File: src/rtl/mmc1_serial_regs.sv
// mmc1_serial_regs: behavioural model of the MMC1 CPU-side serial load port,
// its four 5-bit internal registers and the PRG/CHR/CIRAM bank mapping.
// Serial bits arrive LSB first on cpu_d0; the fifth write commits the
// assembled value to the register selected by {cpu_a14, cpu_a13}.
module mmc1_serial_regs #(
   parameter logic       IGNORE_CONSECUTIVE = 1'b1,
   parameter logic [4:0] CTRL_RESET         = 5'b01100
) (
   input  logic       ck,
   input  logic       res,
   input  logic       cpu_wr,
   input  logic       cyc_end,
   input  logic       cpu_a14,
   input  logic       cpu_a13,
   input  logic       cpu_d7,
   input  logic       cpu_d0,
   input  logic       ppu_a10,
   input  logic       ppu_a11,
   input  logic       ppu_a12,
   output logic [3:0] prg_a,
   output logic [4:0] chr_a,
   output logic       cira10,
   output logic       prg_ram_ce_n,
   output logic [4:0] ctrl,
   output logic [4:0] chr0,
   output logic [4:0] chr1,
   output logic [4:0] prg
);

   logic [3:0] shift_r;
   logic [2:0] count_r;
   logic       cur_wr_r;
   logic       last_wr_r;
   logic [4:0] ctrl_r;
   logic [4:0] chr0_r;
   logic [4:0] chr1_r;
   logic [4:0] prg_r;

   logic       drop_s;
   logic [4:0] value_s;

   // A serial bit is dropped when it lands in the CPU cycle right after a write cycle
   assign drop_s  = IGNORE_CONSECUTIVE & last_wr_r;
   assign value_s = {cpu_d0, shift_r};

   // Serial shifter, bit counter, consecutive-write tracking and register commit
   always_ff @(posedge ck or posedge res) begin
      if (res) begin
         shift_r   <= 4'b0000;
         count_r   <= 3'd0;
         cur_wr_r  <= 1'b0;
         last_wr_r <= 1'b0;
         ctrl_r    <= CTRL_RESET;
         chr0_r    <= 5'b00000;
         chr1_r    <= 5'b00000;
         prg_r     <= 5'b00000;
      end else begin
         if (cpu_wr) begin
            cur_wr_r <= 1'b1;
            if (cpu_d7) begin
               // Reset write: clear the load and force PRG mode 3, keep the rest of ctrl
               shift_r     <= 4'b0000;
               count_r     <= 3'd0;
               ctrl_r[3:2] <= 2'b11;
            end else if (!drop_s) begin
               if (count_r == 3'd4) begin
                  case ({cpu_a14, cpu_a13})
                     2'b00:   ctrl_r <= value_s;
                     2'b01:   chr0_r <= value_s;
                     2'b10:   chr1_r <= value_s;
                     2'b11:   prg_r  <= value_s;
                     default: prg_r  <= prg_r;
                  endcase
                  shift_r <= 4'b0000;
                  count_r <= 3'd0;
               end else begin
                  shift_r <= {cpu_d0, shift_r[3:1]};
                  count_r <= count_r + 3'd1;
               end
            end
         end else if (cyc_end) begin
            last_wr_r <= cur_wr_r;
            cur_wr_r  <= 1'b0;
         end
      end
   end

   // Bank mapping from the registers and the live CPU/PPU address lines
   always_comb begin
      prg_a  = 4'h0;
      chr_a  = 5'h00;
      cira10 = 1'b0;

      case (ctrl_r[1:0])
         2'd0:    cira10 = 1'b0;
         2'd1:    cira10 = 1'b1;
         2'd2:    cira10 = ppu_a10;
         2'd3:    cira10 = ppu_a11;
         default: cira10 = 1'b0;
      endcase

      case (ctrl_r[3:2])
         2'd0, 2'd1: prg_a = {prg_r[3:1], cpu_a14};
         2'd2:       prg_a = cpu_a14 ? prg_r[3:0] : 4'h0;
         2'd3:       prg_a = cpu_a14 ? 4'hF : prg_r[3:0];
         default:    prg_a = 4'h0;
      endcase

      if (ctrl_r[4]) begin
         chr_a = ppu_a12 ? chr1_r : chr0_r;
      end else begin
         chr_a = {chr0_r[4:1], ppu_a12};
      end
   end

   assign prg_ram_ce_n = prg_r[4];
   assign ctrl         = ctrl_r;
   assign chr0         = chr0_r;
   assign chr1         = chr1_r;
   assign prg          = prg_r;

endmodule

File: config.mk
export PLATFORM = sky130hd
export DESIGN_NAME = mmc1_serial_regs
export DESIGN_NICKNAME = d
export VERILOG_FILES = /design/src/rtl/mmc1_serial_regs.sv
export SDC_FILE = /design/constraint.sdc
export NUM_CORES = 1
export LEC_CHECK = 0
export ABC_CLOCK_PERIOD_IN_PS = 2250
export CORE_AREA = 2 2 72 74
export DETAILED_ROUTE_END_ITERATION = 10
export DIE_AREA = 0 0 74 76
export GPL_ROUTABILITY_DRIVEN = 1
export GPL_TIMING_DRIVEN = 0
export PLACE_DENSITY = 0.56
export SLEW_MARGIN = 20
export SYNTH_ARGS = -nofsm -noshare
export SYNTH_HDL_FRONTEND = slang
export SYNTH_SLANG_ARGS = --single-unit
File: constraint.sdc
create_clock -name ck -period 2.25 [get_ports ck]
set_clock_uncertainty 0.15 [all_clocks]
set_input_delay 0.3375 -clock ck [delete_from_list [all_inputs] [get_ports ck]]
set_output_delay 0.3375 -clock ck [all_outputs]
set_load 0.005 [all_outputs]
# After elaboration in Yosys (flattened, before gate mapping)
# Index checks and enable logic that the tools add are counted.
# Widths: inputs -> output; s select.
[word_totals]
inputBits = 11
output_inout_bits = 31
ff_bits = 29
elab_cells = 56
[op_classes]
n_mux = 18
n_eq_ne = 11
reduce_logical = 14
bitwise_logic = 3
n_addsub = 1
[ops]
columns = ["op", "n"]
rows = [
  ["$mux 4", 8],
  ["$reduce_and 5->1", 4],
  ["$eq 2x2->1 const B", 6],
  ["$pmux 4 s3", 1],
  ["$mux 5", 2],
  ["$mux 3", 3],
  ["$eq 2x1->1 const B", 3],
  ["$logic_not 2->1", 3],
  ["$reduce_bool 2->1", 3],
  ["$pmux 1 s4", 1],
  ["$reduce_and 2->1", 2],
  ["$reduce_and 4->1", 1],
  ["$add 3x1->3 const B", 1],
  ["$eq 3x3->1 const B", 1],
  ["$not 1->1", 3],
  ["$mux 1", 2],
  ["$mux 2", 1],
  ["$ne 2x2->1 const B", 1],
  ["$reduce_or 2->1", 1],
]

# Logic depth before layout (Yosys ltp)
[depth]
depth_word = 5
depth_mapped = 6
ltp_nobuf = 5

# Least setup slack after synthesis
# OpenSTA, ideal clock, no wires.
[synth_timing]
path_kind = "flip-flop to flip-flop"
startpoint = "register last_wr_r, in the netlist drop_s"
endpoint = "register chr1_r[0], in the netlist chr1[0]"
arrival_time_ns = 1.711
required_ns = 1.975
path_slack_ns = 0.264
period_less_slack_ns = 1.986
path_buffers = 1
stages_incl_launch_ff = 5
setup_time_ns = 0.125
path_cell_list = "dfrtp_1 -> or3b_4 -> or4_4 -> buf_6 -> mux2_4"
[synth_via]
elab_chain_len = 2
[synth_lines]
columns = ["item", "line_no", "text"]
rows = [
  ["start: declaration", "33", "logic last_wr_r;"],
  ["start signal: assignment", "82", "last_wr_r <= cur_wr_r;"],
  ["$not 1->1 (no source line)", "--", ""],
  ["$reduce_and 5->1 (no source line)", "--", ""],
  ["end signal: assignment", "70", "2'b10: chr1_r <= value_s;"],
  ["end: declaration", "36", "logic [4:0] chr1_r;"],
]
# Every way passes these cells.
# A chain may end at the register's enable or synchronous reset.

# Worst setup path after layout
[layout_timing]
startpoint = "input cpu_d7"
endpoint = "register chr1_r[1], in the netlist chr1[1]"
[layout_via]
elab_chain_len = 2
[layout_lines]
columns = ["item", "line_no", "text"]
rows = [
  ["start: declaration", "15", "input logic cpu_d7,"],
  ["$not 1->1 (no source line)", "--", ""],
  ["$reduce_and 5->1 (no source line)", "--", ""],
]
# Every way passes these cells.

==> metrics.csv <==
stage,metric,value,unit
yosys,synth.top_cell.area_share,0.483,
cells_and_area,area_growth,44.5,%
clock_network,cts.clk_slew.worst_paths,0.06,ns
power,irDropWorstVdd,0.000234,V
worst_setup_path,critical_path.n_buffers_inverters,2,
routing,detail-route-antenna-nets,0,
global_routing,number_of_antenna_violations_at_the_first_check_in_global_routing,0,
yosys,syn_inst_count,112,
worst_setup_path,worst_setup_path_end_kind,register,
floorplan,core.rowCount,26,
cells_and_area,core_occupancy_in_the_finished_layout,0.412,
placed_design,post-dp-hpwl,2210,um
timing,final_number_of_setup_violating_endpoints,0,
yosys,synth.yosys.warnings,0,
worst_setup_path,crit_path_max_fanout,6,
cells_and_area,antenna-diode-count,0,
global_routing,grt_start_max_net_pins,30,
yosys,postSynthRegisterBits,29,
placed_design,globalplace.congestion,0.784,
worst_setup_path,worst_path_largest_cell_delay,0.49,ns
floorplan,dieArea,5620,sq um
placed_design,port_buffers,40,
yosys,synth_fp_nets,125,
timing,max_freq,0.466,GHz
timing,finalCriticalPeriod,2.15,ns
power,finalPower,1230,uW
timing,worst_slew_pin_slew,0.677,ns
yosys,synthTopCellsByArea,"dfrtp_1, mux2_2, mux2_4, a21oi_1, dfstp_2",
clock_network,root_buffer,clkbuf_8,
timing,worst_slew_margin,0.544,
cells_and_area,nNetsFinal,172,
worst_setup_path,cell_family_with_most_cp_delay,simple AND/OR/NAND/NOR gates,
worst_setup_path,cell_at_the_slowest_stage_of_the_critical_path,or4_4,
routing,routedWlPerCell,13.3,um
routing,drc_errors,0,
yosys,leading_area_contributor_after_synthesis,dfrtp_1,
timing,rsz0062_at_grt,no,
yosys,synth_cell_type_count,29,
worst_hold_path,timing.hold.worst.class,in -> async,
routing,postRouteWirelength,3050,um
worst_setup_path,path_cells,clkdlybuf4s50_1 -> or3b_4 -> or4_4 -> buf_6 -> mux2_4,
global_routing,grt_overflow_total,0,
routing,vias,1045,
global_routing,first_global_vias,1052,
global_routing,global_route.usage.total,0.122,
routing,vias_per_cell,4.54,
worst_setup_path,cp.arrival,2.15,ns
timing,layout_setup_ws,0.105,ns
job,timing.max_cap.violations,0,
timing,finalSetupTns,0,ns
worst_setup_path,worst-setup-path-type,in -> reg,
routing,first_pass_iters,4,
cells_and_area,fill_cells,490,
power,p_per_area,609,nW/um^2
cells_and_area,area_used_by_multi_input_combinational_logic,629,sq um
clock_network,cts_tree,built,
power,power_leakage,0.000949,uW
clock_network,htree_num_levels,2,
floorplan,dieWidth,74,um
global_routing,grt_first_pass_wirelength,5310,um
clock_network,clock_tree.buffer_depth,2,
worst_setup_path,critical_path.startpoint_type,input pin,
run_status,status,"finished, final reports clean",
cells_and_area,most-common-layout-cells,"clkdlybuf4s50_1, dfrtp_1, mux2_2",
floorplan,die_height,76,um
clock_network,tritoncts_buffer_count,5,
clock_network,cts.sink_count,29,
timing,final_period_utilization,0.953,
routing,number_of_drc_markers_in_iteration_0,48,
placed_design,place_worst_setup_slack,-0.527,ns
yosys,seq_area_frac_synth,0.520,
cells_and_area,sequential_area,728,sq um
worst_setup_path,critPathRequiredTime,2.25,ns
floorplan,num_io_pins,42,
floorplan,coreArea,4910,sq um
yosys,syn-cell-area,1400,sq um
timing,finalHoldViolCount,0,
cells_and_area,drive_above_1_share,0.281,
floorplan,start_util,0.285,
timing,timing.final.max_slew_violations,0,
clock_network,worstSkewPairLatency,0.27,ns
yosys,synthesis.area_per_instance,12.5,sq um
cells_and_area,layout.cells.most_common,clkdlybuf4s50_1,
==> kinds of logic (layout without fill, tap and decap cells) <==
| family | Yosys count | in the layout | share of synthesized area |
|---|---|---|---|
| flip-flops | 29 | 29 | 0.520 |
| AO/OA/AOI/OAI | 25 | 25 | 0.119 |
| multiplexers | 23 | 23 | 0.206 |
| AND/OR/NAND/NOR | 22 | 22 | 0.0938 |
| buffers and inverters | 11 | 59 | 0.0429 |
| adder cells (fa/ha/maj) | 2 | 2 | 0.0179 |
==> layer usage <==
layer	wire length, um	track usage	up-vias
met5	0	0	-
met4	29	0.0382	0
met3	164	0.0331	2
met2	1450	0.182	39
met1	1400	0.170	504
li1	-	-	500
==> registers in the layout, summed over array words and instances, names as in the netlist <==
signal	cells
chr0	5
chr1	5
ctrl	5
prg	5
shift_r	4
count_r	3
cur_wr_r	1
drop_s	1
==> synth_stat cells <==
cell and number:
or4_4 2, inv_1 7, a31oi_1 1, a21o_1 1
nor3_1 2, nor3b_1 1, mux2_4 8, nor2_1 6
o32a_1 2, o21ba_2 1, or3b_4 1, nand3b_1 1
ha_1 2, and2_2 1, a21oi_1 11, o21ai_0 3
or2b_1 1, a22o_1 5, buf_4 1, nand2b_1 2
nor4_1 1, dfrtp_1 27, buf_6 2, nand3_1 1
nand2_1 3, mux2_2 15, a21o_2 1, clkbuf_1 1
dfstp_2 2
==> report_power, final <==
group	internal [uW]	switching [uW]
clock network	360	183
logic	69.7	56.6
registers	541	20.7
==> final cells by class <==
type | count | area share
tap | 70 | 0.0433
clock inverter | 1 | 0.0148
inverter | 7 | 0.0130
sequential | 29 | 0.360
buffer | 4 | 0.0167
timing repair buffer | 40 | 0.199
clock buffer | 7 | 0.0427
multi-input combinational | 72 | 0.311
==> repair_timing <==
item | in CTS | in global routing
gates resized for setup | 4 | 2
pin swaps | 0 | 1
setup buffers | 0 | 0
hold buffers | 0 | 0
endpoints found under the setup margin | 22 | 4
==> worst paths after layout <==
path                           from         end  slack [ns]  cells past startpoint
min in group ck            cur_wr_r    cur_wr_r        0.35                      1
max in group asynchronous       res     ctrl[4]        1.25                      2
hold reg to reg            cur_wr_r    cur_wr_r        0.35                      1
hold / removal                  res  count_r[2]        0.29                      2
setup / recovery             cpu_d7     chr1[1]        0.10                      5
setup reg to reg             drop_s     chr1[1]        0.19                      4
==> metrics by stage <==
stage	instance area [sq um]	instances	hold WS, ns
after floorplan	1400	112	0.264
after global placement	1890	222	0.316
after detailed placement	1890	222	0.334
after CTS	2020	230	0.349
after global routing	2020	230	0.365
final	2020	230	0.294
Power figures use the tool's default switching activity.
